$ cat src/rtl/wash_timer_pkg.sv
// Shared definitions for the wash phase timer: state encoding, default
// phase lengths, and the prescaler width helper.
package wash_timer_pkg;

  typedef enum logic [1:0] {
    ST_IDLE  = 2'b00,
    ST_RUN   = 2'b01,
    ST_PAUSE = 2'b10,
    ST_DONE  = 2'b11
  } phase_state_t;

  // Default phase lengths in seconds.
  localparam int FILL_SEC  = 120;
  localparam int WASH_SEC  = 300;
  localparam int RINSE_SEC = 120;
  localparam int SPIN_SEC  = 60;

  // Prescaler counter width: max(1, clog2(tps)).
  function automatic int presc_w(input int tps);
    return (tps <= 2) ? 1 : $clog2(tps);
  endfunction

endpackage

$ cat src/rtl/wash_phase_timer_prescaler.sv
// Seconds prescaler: counts 0..TICKS_PER_SEC-1 while enabled and flags the
// wrap cycle with a combinational tick so the owner decrements on that edge.
module tick_prescaler
  import wash_timer_pkg::*;
#(
  parameter int TICKS_PER_SEC = 4
) (
  input  logic clk,
  input  logic Counter_RST,
  input  logic enable,
  input  logic clear,
  output logic tick
);

  localparam int PW = presc_w(TICKS_PER_SEC);
  localparam logic [PW-1:0] LAST = PW'(TICKS_PER_SEC - 1);

  logic [PW-1:0] cnt;

  // With TICKS_PER_SEC=1 the counter sits at 0 == LAST, so every enabled cycle ticks.
  assign tick = enable && (cnt == LAST);

  // Clear wins over enable; the count holds whenever enable is low (pause).
  always_ff @(posedge clk or negedge Counter_RST) begin
    if (!Counter_RST)   cnt <= '0;
    else if (clear)     cnt <= '0;
    else if (enable)    cnt <= (cnt == LAST) ? '0 : cnt + 1'b1;
  end

endmodule

$ cat src/rtl/wash_phase_timer.sv
// Single-phase countdown timer for a washer: loads a duration in seconds,
// counts it down via the prescaler, supports pause (lid interlock) and abort,
// and pulses done once on completion. All outputs are registered.
module wash_phase_timer
  import wash_timer_pkg::*;
#(
  parameter int SEC_W         = 9,
  parameter int TICKS_PER_SEC = 4
) (
  input  logic             clk,
  input  logic             Counter_RST,
  input  logic             start,
  input  logic             pause,
  input  logic             abort,
  input  logic [SEC_W-1:0] duration,
  output logic [SEC_W-1:0] remaining,
  output logic [1:0]       state,
  output logic             busy,
  output logic             done
);

  phase_state_t     st_q, st_d;
  logic [SEC_W-1:0] rem_q, rem_d;
  logic             busy_q, busy_d;
  logic             done_q, done_d;

  logic start_ok, active, presc_en, presc_clr, tick;

  assign start_ok  = start && ((st_q == ST_IDLE) || (st_q == ST_DONE));
  assign active    = (st_q == ST_RUN) || (st_q == ST_PAUSE);
  // Leaving PAUSE counts on the same edge, so the held prescaler loses no cycle.
  assign presc_en  = active && !abort && !pause;
  assign presc_clr = abort || start_ok;

  tick_prescaler #(
    .TICKS_PER_SEC(TICKS_PER_SEC)
  ) u_presc (
    .clk        (clk),
    .Counter_RST(Counter_RST),
    .enable     (presc_en),
    .clear      (presc_clr),
    .tick       (tick)
  );

  // Next-state logic; priority abort > start > pause > tick.
  always_comb begin
    st_d   = st_q;
    rem_d  = rem_q;
    done_d = 1'b0;
    if (abort) begin
      st_d  = ST_IDLE;
      rem_d = '0;
    end else if (start_ok) begin
      rem_d = duration;
      if (duration == '0) begin
        st_d   = ST_DONE;
        done_d = 1'b1;
      end else begin
        st_d = ST_RUN;
      end
    end else if (active) begin
      if (pause) begin
        st_d = ST_PAUSE;
      end else begin
        st_d = ST_RUN;
        if (tick && (rem_q != '0)) begin
          rem_d = rem_q - 1'b1;
          if (rem_q == SEC_W'(1)) begin
            st_d   = ST_DONE;
            done_d = 1'b1;
          end
        end
      end
    end
    busy_d = (st_d == ST_RUN) || (st_d == ST_PAUSE);
  end

  // State and registered outputs.
  always_ff @(posedge clk or negedge Counter_RST) begin
    if (!Counter_RST) begin
      st_q   <= ST_IDLE;
      rem_q  <= '0;
      busy_q <= 1'b0;
      done_q <= 1'b0;
    end else begin
      st_q   <= st_d;
      rem_q  <= rem_d;
      busy_q <= busy_d;
      done_q <= done_d;
    end
  end

  assign state     = st_q;
  assign remaining = rem_q;
  assign busy      = busy_q;
  assign done      = done_q;

endmodule

$ cat config.mk
export PLATFORM = sky130hd
export DESIGN_NAME = wash_phase_timer
export DESIGN_NICKNAME = d
export VERILOG_FILES = /design/src/rtl/wash_timer_pkg.sv /design/src/rtl/wash_phase_timer_prescaler.sv /design/src/rtl/wash_phase_timer.sv
export SDC_FILE = /design/constraint.sdc
export NUM_CORES = 1
export LEC_CHECK = 0
export ABC_AREA = 1
export CAP_MARGIN = 40
export CORE_MARGIN = 2
export CORE_UTILIZATION = 25
export DETAILED_ROUTE_END_ITERATION = 8
export SLEW_MARGIN = 5
export SYNTH_ARGS = -nofsm -noshare
export SYNTH_HDL_FRONTEND = slang
export SYNTH_SLANG_ARGS = --single-unit
$ cat constraint.sdc
create_clock -name clk -period 2 [get_ports clk]
set_clock_uncertainty 0.15 [all_clocks]
set_input_delay 0.5 -clock clk [delete_from_list [all_inputs] [get_ports clk]]
set_output_delay 0.5 -clock clk [all_outputs]
set_load 0.005 [all_outputs]
==> flow_summary.toml <==
[outcome]
status = "finished clean"

[die]
io_pins = 27
die_h_um = 68.4
fp.coreArea_um2 = 4000
die_area_um2 = 4680
die_x_um = 68.4
num_rows = 23
start_util_pct = 25.9

[min_path]
hold_path_class = "flip-flop to flip-flop"

[sta]
whs_ns = 0.376
relSlewSlack_pct = 85.3
hold_viol = 0
setup_viol = 0
min_period_ns = 1.83
finalCritPeriodShare_pct = 91.5
drv_slew = 0
rsz0062_at_grt = "no"
worst_pin_slew_ns = 0.220
fmax_mhz = 546

[critical_path]
crit_chain = "clkdlybuf4s50_1"
cp_max_fo = 4
path_class = "flip-flop to output port"
worstPathRequired_ns = 1.35
end_kind = "output port"
worst_path_largest_cell_delay_ns = 0.52
cp.arrival_ns = 1.18
path_buf_inv = 1
worst_path_max_delay_cell = "clkdlybuf4s50_1"
worst_path_dominant_cell_family = "buffers and inverters"
worst_setup_path_start_kind = "flip-flop"

[power]
cellLeakagePower_nw = 0.697
p_clk_share_pct = 20.3
peakVddDrop_mv = 0.235
seqPwrFrac_pct = 33.2
powerDensity_nw_per_um2 = 838
comb_power_share_pct = 46.5
p_switching_mw = 0.452
total_power_mw = 1.22
p_int_mw = 0.772
swShare_pct = 36.9

[finish]
multiInputGateArea_um2 = 561
nFillCells = 427
final_area_um2 = 1460
fin_cells = 234
num-nets-final = 203
seqCellArea_um2 = 375
postLayoutCoreUtil_pct = 36.5
drive_gt1_share_pct = 12.5
syn_to_final_growth_pct = 40.8
diodes = 0

[yosys]
syn-cell-area_um2 = 1040
yosys_register_bits = 15
ys_seq_area_share_pct = 36.2
synth_nets = 167
post_synth_num_cell_types = 21
postSynthAreaPerCell_um2 = 6.96
yosysWarnings = 0
syn-instance-count = 149

[global_routing]
grt.met2_usage_pct = 21.2
antenna_found_initial = 0
grt_max_degree = 17
grt_util_met1_pct = 16.4
met3_usage_pct = 1.48
grt_overflow = 0
grt_pass1_wl_um = 4390
grt_usage_pct = 12.9
grt_pass1_vias = 995
top_usage_layer = "met2"

[clocking]
cts_resized = 0
numCtsBuffers = 3
htreeDepth = 1
cts-root-buf = "clkbuf_8"
clock_latency_ns = 0.25
cts_tree = "yes"
clock_sinks = 15
clk_pin_slew_worst_paths_ns = 0.06
cts_setup_buffers = 0
cts-hold-fix-buffers = 0
clockBufferDepth = 2

[detailed_routing]
via_per_inst = 4.39
drc = 0
wl_per_cell_um = 10.8
num_vias = 1028
postRouteAntennaNets = 0
first_iter_violations = 56
wl_um = 2540
dr.pass1.iters = 4

[place]
io_buffers = 26
post_dp_cell_area_um2 = 1420
dp.final_hpwl_um = 2060
dp.cells = 230
place_congestion = 0.849

[run]
cap_violations = 0
## per-layer routing
| metal | vias to the layer above | share of wire, % |
|---|---|---|
| li1 | 543 | - |
| met1 | 461 | 46 |
| met2 | 19 | 49 |
| met3 | 5 | 3.0 |
| met4 | 0 | 2.6 |
| met5 | - | 0 |
## area by class of cell
cell class                 count  share of cell area, %
sequential                    15                   25.7
tap                           50                   4.28
inverter                      21                   5.40
clock buffer                   4                   3.08
timing repair buffer          33                   23.1
multi-input combinational    111                   38.4
## logic make-up after synthesis
family,after synthesis,synth area share (%)
simple gates,82,34.4
buf+inv,23,9.77
compound gates,22,12.3
flops,15,36.2
fa+ha+maj,4,4.83
xor+xnor,3,2.53
## cells in the mapped netlist (all sizes together)
cell    instances  area, µm²
a22oi           1       7.51
o21ai           8       47.5
a21oi           7       35.0
nor2           26        103
inv            21       78.8
or2             1       6.26
ha              4       50.1
o22ai           5       31.3
a31oi           1       6.26
dfrtp          15        375
buf             2       22.5
xor2            3       26.3
nand3b          1       7.51
nand3          12       60.1
nand2          42        180
## state kept, by name (all words and copies together) (netlist names)
signal	cells
remaining	9
busy	1
done	1
state	2
u_presc.cnt	2
## final timing paths
| check | slack [ns] | startpoint | end | depth (start not counted) |
|---|---|---|---|---|
| setup reg to reg | 0.29 | remaining[0]$_DFFE_PN0P_ | remaining[0]$_DFFE_PN0P_ | 9 |
| hold reg to reg | 0.38 | u_presc.cnt[1]$_DFFE_PN0P_ | u_presc.cnt[1]$_DFFE_PN0P_ | 2 |
| setup / recovery | 0.17 | remaining[8]$_DFFE_PN0P_ | remaining[8] | 1 |
| max in group asynchronous | 1.11 | Counter_RST | state[1]$_DFF_PN0_ | 2 |
| min in group asynchronous | 0.41 | Counter_RST | remaining[4]$_DFFE_PN0P_ | 2 |
| hold / removal | 0.38 | u_presc.cnt[1]$_DFFE_PN0P_ | u_presc.cnt[1]$_DFFE_PN0P_ | 2 |
## power groups by stage
stage	Combinational, mW	Sequential, mW	Clock (mW)
after CTS	0.572	0.409	0.252
after detailed placement	0.567	0.414	0
final	0.569	0.407	0.248
after floorplan	0.340	0.409	0
after global placement	0.568	0.415	0
after global routing	0.644	0.417	0.273
## cells in the final DEF (no fill, tap or decap), drive strengths merged
master,netlist,final
o22ai,5,5
nand3b,1,1
or2,1,1
clkdlybuf4s50,0,26
o21ai,8,8
ha,4,4
xor2,3,3
buf,2,7
dfrtp,15,15
nand2,42,42
clkbuf,0,4
a21oi,7,7
a31oi,1,1
inv,21,21
a22oi,1,1
nand3,12,12
nor2,26,26
## stage by stage
stage          worst slack, ns  setup TNS [ns]
2_1_floorplan            0.418               0
3_3_place_gp           -0.0230         -0.0230
3_5_place_dp           -0.0318         -0.0318
4_1_cts                  0.155               0
5_1_grt                 0.0902               0
6_report                 0.170               0
(Power assumes the default switching activity.)
